[config.mk]
export PLATFORM = sky130hd
export DESIGN_NAME = vga_timing_gen
export DESIGN_NICKNAME = d
export VERILOG_FILES = /design/src/rtl/vga_timing_gen.sv
export SDC_FILE = /design/constraint.sdc
export NUM_CORES = 1
export LEC_CHECK = 0
export BUFFER_PORTS_ARGS = -buffer_cell sky130_fd_sc_hd__buf_2
export CAP_MARGIN = 30
export CORE_MARGIN = 4
export CORE_UTILIZATION = 42
export CTS_BUF_LIST = sky130_fd_sc_hd__clkbuf_2 sky130_fd_sc_hd__clkbuf_4 sky130_fd_sc_hd__clkbuf_8
export CTS_CLUSTER_SIZE = 16
export DETAILED_ROUTE_END_ITERATION = 7
export SLEW_MARGIN = 25
export SYNTH_ARGS = -nofsm -noshare
export SYNTH_HDL_FRONTEND = slang
export SYNTH_SLANG_ARGS = --single-unit
[constraint.sdc]
create_clock -name i_clk -period 4.4 [get_ports i_clk]
set_input_delay 0.44 -clock i_clk [delete_from_list [all_inputs] [get_ports i_clk]]
set_output_delay 0.44 -clock i_clk [all_outputs]
set_load 0.05 [all_outputs]
[src/rtl/vga_timing_gen.sv]
// vga_timing_gen
//   Parametrised VGA/SVGA raster timing generator. Walks an (h, v) raster
//   under a pixel clock-enable and registers sync, blanking, coordinates,
//   frame/line strobes, a raster-line interrupt and a frame counter. Every
//   output describes the pixel that was just issued, one clock behind the
//   counters.
//
//   Build option: define VGA_TPG_EN to drive o_rgb with eight vertical
//   colour bars (white on the left, black on the right). Without it o_rgb
//   is tied to zero and no bar logic exists.
//
// Ports
//   i_clk          clock
//   i_rst_n        asynchronous active-low reset
//   i_ce           pixel clock-enable; the raster only advances when high
//   i_irq_line     raster line that raises o_line_irq at its first pixel
//   o_hs / o_vs    horizontal / vertical sync, active level HS_POL / VS_POL
//   o_active       current pixel is visible; o_blanking is its inverse
//   o_x / o_y      pixel column (0 when not visible) / line (clamped)
//   o_line_start   one-clock pulse at h = 0
//   o_frame_start  one-clock pulse at (0, 0)
//   o_animate      one-clock pulse at the last visible pixel
//   o_screenend    one-clock pulse at the last pixel of the frame
//   o_line_irq     one-clock pulse at (0, i_irq_line)
//   o_frame        completed-frame count, wraps at 2^FRAME_W
//   o_rgb          4:4:4 test-pattern colour

module vga_timing_gen #(
  parameter int H_ACTIVE = 800,
  parameter int H_FP     = 56,
  parameter int H_SYNC   = 120,
  parameter int H_BP     = 64,
  parameter int V_ACTIVE = 600,
  parameter int V_FP     = 37,
  parameter int V_SYNC   = 6,
  parameter int V_BP     = 23,
  parameter bit HS_POL   = 1'b1,
  parameter bit VS_POL   = 1'b1,
  parameter int X_W      = 11,
  parameter int Y_W      = 10,
  parameter int FRAME_W  = 16
) (
  input  logic               i_clk,
  input  logic               i_rst_n,
  input  logic               i_ce,
  input  logic [Y_W-1:0]     i_irq_line,
  output logic               o_hs,
  output logic               o_vs,
  output logic               o_active,
  output logic               o_blanking,
  output logic [X_W-1:0]     o_x,
  output logic [Y_W-1:0]     o_y,
  output logic               o_line_start,
  output logic               o_frame_start,
  output logic               o_animate,
  output logic               o_screenend,
  output logic               o_line_irq,
  output logic [FRAME_W-1:0] o_frame,
  output logic [11:0]        o_rgb
);

  localparam int H_TOTAL = H_ACTIVE + H_FP + H_SYNC + H_BP;
  localparam int V_TOTAL = V_ACTIVE + V_FP + V_SYNC + V_BP;

  localparam logic [X_W-1:0] H_LAST   = X_W'(H_TOTAL - 1);
  localparam logic [X_W-1:0] H_VIS    = X_W'(H_ACTIVE);
  localparam logic [X_W-1:0] H_ANIM   = X_W'(H_ACTIVE - 1);
  localparam logic [X_W-1:0] HS_BEGIN = X_W'(H_ACTIVE + H_FP);
  localparam logic [X_W-1:0] HS_END   = X_W'(H_ACTIVE + H_FP + H_SYNC);

  localparam logic [Y_W-1:0] V_LAST   = Y_W'(V_TOTAL - 1);
  localparam logic [Y_W-1:0] V_VIS    = Y_W'(V_ACTIVE);
  localparam logic [Y_W-1:0] V_ANIM   = Y_W'(V_ACTIVE - 1);
  localparam logic [Y_W-1:0] VS_BEGIN = Y_W'(V_ACTIVE + V_FP);
  localparam logic [Y_W-1:0] VS_END   = Y_W'(V_ACTIVE + V_FP + V_SYNC);

  logic [X_W-1:0] h;
  logic [Y_W-1:0] v;
  logic           h_end;
  logic           v_end;
  logic           pix_active;
  logic           hs_on;
  logic           vs_on;

  always_comb begin
    h_end      = (h == H_LAST);
    v_end      = (v == V_LAST);
    pix_active = (h < H_VIS) && (v < V_VIS);
    hs_on      = (h >= HS_BEGIN) && (h < HS_END);
    vs_on      = (v >= VS_BEGIN) && (v < VS_END);
  end

  // Raster counters; the frame count steps on the same edge that wraps the
  // raster, so it already shows the new value while o_screenend is high.
  always_ff @(posedge i_clk or negedge i_rst_n) begin
    if (!i_rst_n) begin
      h       <= '0;
      v       <= '0;
      o_frame <= '0;
    end else if (i_ce) begin
      if (h_end) begin
        h <= '0;
        if (v_end) begin
          v       <= '0;
          o_frame <= o_frame + 1'b1;
        end else begin
          v <= v + 1'b1;
        end
      end else begin
        h <= h + 1'b1;
      end
    end
  end

  // Output register. Level outputs hold while i_ce is low; strobes are
  // cleared on every clock first so they can never stretch past one clock.
  always_ff @(posedge i_clk or negedge i_rst_n) begin
    if (!i_rst_n) begin
      o_hs          <= !HS_POL;
      o_vs          <= !VS_POL;
      o_active      <= 1'b0;
      o_blanking    <= 1'b1;
      o_x           <= '0;
      o_y           <= '0;
      o_line_start  <= 1'b0;
      o_frame_start <= 1'b0;
      o_animate     <= 1'b0;
      o_screenend   <= 1'b0;
      o_line_irq    <= 1'b0;
    end else begin
      o_line_start  <= 1'b0;
      o_frame_start <= 1'b0;
      o_animate     <= 1'b0;
      o_screenend   <= 1'b0;
      o_line_irq    <= 1'b0;
      if (i_ce) begin
        o_hs          <= hs_on ? HS_POL : !HS_POL;
        o_vs          <= vs_on ? VS_POL : !VS_POL;
        o_active      <= pix_active;
        o_blanking    <= !pix_active;
        o_x           <= pix_active ? h : '0;
        o_y           <= (v < V_VIS) ? v : V_ANIM;
        o_line_start  <= (h == '0);
        o_frame_start <= (h == '0) && (v == '0);
        o_animate     <= (h == H_ANIM) && (v == V_ANIM);
        o_screenend   <= h_end && v_end;
        // v never exceeds V_TOTAL-1, so an out-of-range line never matches.
        o_line_irq    <= (h == '0) && (v == i_irq_line);
      end
    end
  end

`ifdef VGA_TPG_EN
  localparam int BAR_W = H_ACTIVE / 8;

  logic [2:0]  bar;
  logic [2:0]  bar_inv;
  logic [11:0] rgb_next;

  // Bar index by threshold compare; bar k shows the colour whose R,G,B
  // bits are those of (7-k), so bar 0 is white and bar 7 is black.
  always_comb begin
    bar = 3'd0;
    for (int k = 1; k < 8; k++) begin
      if (int'(h) >= k * BAR_W) begin
        bar = 3'(k);
      end
    end
    bar_inv  = 3'd7 - bar;
    rgb_next = {{4{bar_inv[2]}}, {4{bar_inv[1]}}, {4{bar_inv[0]}}};
    if (!pix_active) begin
      rgb_next = 12'h000;
    end
  end

  always_ff @(posedge i_clk or negedge i_rst_n) begin
    if (!i_rst_n) begin
      o_rgb <= 12'h000;
    end else if (i_ce) begin
      o_rgb <= rgb_next;
    end
  end
`else
  assign o_rgb = 12'h000;
`endif

`ifndef SYNTHESIS
  localparam bit SIZES_OK = (H_TOTAL <= 2 ** X_W) && (V_TOTAL <= 2 ** Y_W);

  a_sizes_cover_totals : assert property (@(posedge i_clk) SIZES_OK);
  a_counters_in_range : assert property (@(posedge i_clk) disable iff (!i_rst_n)
                                         (h <= H_LAST) && (v <= V_LAST));
`endif

endmodule

==> summary.md <==
| Metric | Value |
|---|---|
| Outcome | `completed` |
| H-tree levels | `3` |
| EDFF count, synth | `0` |
| Total grt overflow | `0` |
| First-pass GRT wire length | `12700 um` |
| DRT Wirelength | `7480 um` |
| Crit Path Category | `flop to flop` |
| Reg2Reg Launch Point | `v[1]` |
| Crit path max fanout | `18` |
| Die ar. | `9510 um^2` |
| Via density | `5.27` |
| Antenna cells | `0` |
| Critical Path RT | `4.62 ns` |
| Placed inst area | `3660 um^2` |
| RSZ-0062 raised after global routing | `false` |
| Final Critical Period | `2.09 ns` |
| Worst slew margin | `59.9%` |
| DRT antenna net count | `0` |
| Clock latency at the later pin of the worst-skew pair | `0.34 ns` |
| CTS Hold Buffers Added | `0` |
| DRT iter0 DRCs | `76` |
| Synth Register Bits | `67` |
| Syn Std Cell Area | `3360 um^2` |
| HP Class | `input pin to asynchronous set/reset pin` |
| Clk sinks | `67` |
| Max Cap Viol | `0` |
| Period utilization | `47.5%` |
| Post-Route Setup TNS | `0 ns` |
| Unique masters post-synth | `48` |
| WL/cell | `15.6 um` |
| Port-buffer cells | `58` |
| Startpoint Class | `flop` |
| YS warnings | `0` |
| Initial core utilization | `43.3%` |
| Root buffer cell | `clkbuf_8` |
| IO Pins | `71` |
| Syn_area_per_cell | `10.5 um^2` |
| Final hold vios | `0` |
| GRT Total Usage | `16.3%` |
| Final Cell Area | `3840 um^2` |
| GR Util met1 | `22.5%` |
| DPL Wire Length | `5250 um` |
| Cells after Synth | `319` |
| Peak supply drop | `146 uV` |
| Pwr Total | `1.29 mW` |
| Core Area | `7770 um^2` |
| Area grow syn2layout | `14.3%` |
| Clock slew at reported path FFs | `0.07 ns` |
| Worst slew pin tran | `0.601 ns` |
| Placer Congestion | `0.794` |
| Buffers inserted by post-CTS timing repair | `0` |
| Drc violations | `0` |
| Crit. End Element | `flop` |
| Commonest non-fill, non-tap cell in the layout | `dfrtp_1` |
| Clk_skew | `0.00889 ns` |
| Die H | `97.5 um` |
| Cts bufs inserted | `9` |
| Commonest cells after routing, fill and taps aside | `dfrtp_1, buf_2, xor2_1, nand2_1, inv_1` |
| Row cnt | `32` |
| Share of cells above drive strength 1 | `24.2%` |
| Post-synthesis sequential area ratio | `49.9%` |
| M2 GR Usage | `24.9%` |
| Async SR Flop Fraction | `100%` |
| Via count | `2518` |
| Final max-slew violation count | `0` |
| Layout fillers | `767` |
| Global route hottest layer | `met2` |
| Main flop type after synthesis | `dfrtp_1` |
| Vias in the first global route | `2500` |
| Crit path DAT | `2.31 ns` |
| Largest net degree at the start of global routing | `49` |
| Max Clk Rate | `478 MHz` |
| R2R depth | `6` |
| Antenna violations before repair | `0` |
| Endpoints failing setup | `0` |
| Pwr/cell area | `336 nW/um^2` |
| Die Span X | `97.5 um` |
| CTS tree | `done` |
| Leakage | `1.93 nW` |
| DR pass1 iterations | `4` |
| Post-CTS sizing | `0` |
| Longest Clk Path Bufs | `2` |
| Reg2reg end | `o_frame[1]` |
| GR Layer Usage met3 | `4.09%` |
| Nets@finish | `391` |
| Worst reg2reg setup slack | `2.31 ns` |
-- worst max-delay path by stage --
| stage | start | endpoint | slack, ns | cells after the start |
|---|---|---|---|---|
| after floorplan | h[0] | o_frame[1] | 2.63 | 7 |
| after global placement | i_ce | o_frame[1] | 2.26 | 6 |
| after detailed placement | i_ce | o_frame[1] | 2.21 | 6 |
| after CTS | v[1] | o_frame[1] | 2.31 | 6 |
| after global routing | v[1] | o_frame[1] | 2.16 | 6 |
| final | v[1] | o_frame[1] | 2.31 | 6 |
-- area by class of cell --
class	count	area (um^2)	share of cell area [%]
Multi-Input combinational cell	213	1470	38.3
Timing Repair Buffer	61	313	8.14
Sequential cell	67	1680	43.6
Inverter	19	71.3	1.85
Tap cell	102	128	3.32
Clock inverter	2	10.0	0.260
Clock buffer	14	174	4.52
-- Yosys cell counts, drive strengths merged, types with 4 or more instances --
| master | n | share of area (%) |
|---|---|---|
| clkbuf | 7 | 0.82 |
| nor2 | 14 | 1.6 |
| nand2 | 19 | 2.1 |
| ha | 7 | 2.6 |
| nand3 | 17 | 2.5 |
| and4 | 4 | 1.0 |
| a22o | 5 | 1.3 |
| o21ai | 9 | 1.3 |
| or3 | 4 | 0.74 |
| nand4 | 14 | 3.0 |
| nor4 | 11 | 3.6 |
| and3 | 8 | 1.5 |
| nor3 | 10 | 1.8 |
| xor2 | 23 | 6.0 |
| o22a | 5 | 1.3 |
| dfrtp | 66 | 49 |
| inv | 18 | 2.0 |
| buf | 24 | 4.7 |
| a21oi | 11 | 1.6 |
| xnor2 | 12 | 3.1 |
| a32o | 5 | 1.5 |
-- metal layers --
metal / part of all wire [%] / wire length, um
met1: 47 / 3550
met2: 47 / 3520
met3: 3.8 / 287
met4: 1.7 / 127
met5: 0 / 0
-- cells by family after synthesis --
family | Yosys count | share of synthesized area [%]
flip-flops | 67 | 49.9
AND/OR/NAND/NOR | 108 | 19.6
other | 1 | 0.111
adder cells (fa/ha/maj) | 7 | 2.60
multiplexers | 4 | 1.23
XOR/XNOR | 35 | 9.11
AO/OA/AOI/OAI | 47 | 9.89
buffers and inverters | 50 | 7.62
-- report_power, final --
group | switching, mW | internal, mW
combinational | 0.0849 | 0.0417
sequential | 0.0501 | 0.639
clock | 0.224 | 0.253
total | 0.359 | 0.934
-- stage by stage --
stage,worst slack [ns],utilization [%],hold WS (ns),std cells
global route,2.16,49.5,0.163,478
CTS,2.31,49.4,0.134,477
finish,2.31,49.5,0.111,478
global placement,2.26,47.0,0.454,461
detailed placement,2.21,47.1,0.458,461
floorplan,2.63,-,0.144,330
-- flip-flops by register name (all words and copies together), names as in the netlist --
name           count
h                 11
o_active           1
o_animate          1
o_blanking         1
o_frame           16
o_frame_start      1
o_hs               1
o_line_irq         1
o_line_start       1
o_screenend        1
o_vs               1
o_x               11
o_y               10
v                 10
-- worst max-delay path, cell delays in order (launching register included) --
cell and delay, ns:
dfrtp_1 0.43, inv_1 0.13, ha_1 0.17, and4b_1 0.27
nand4_4 0.33, nor2_2 0.28, mux2_2 0.36
No activity file was read; power rests on OpenSTA's default activity.
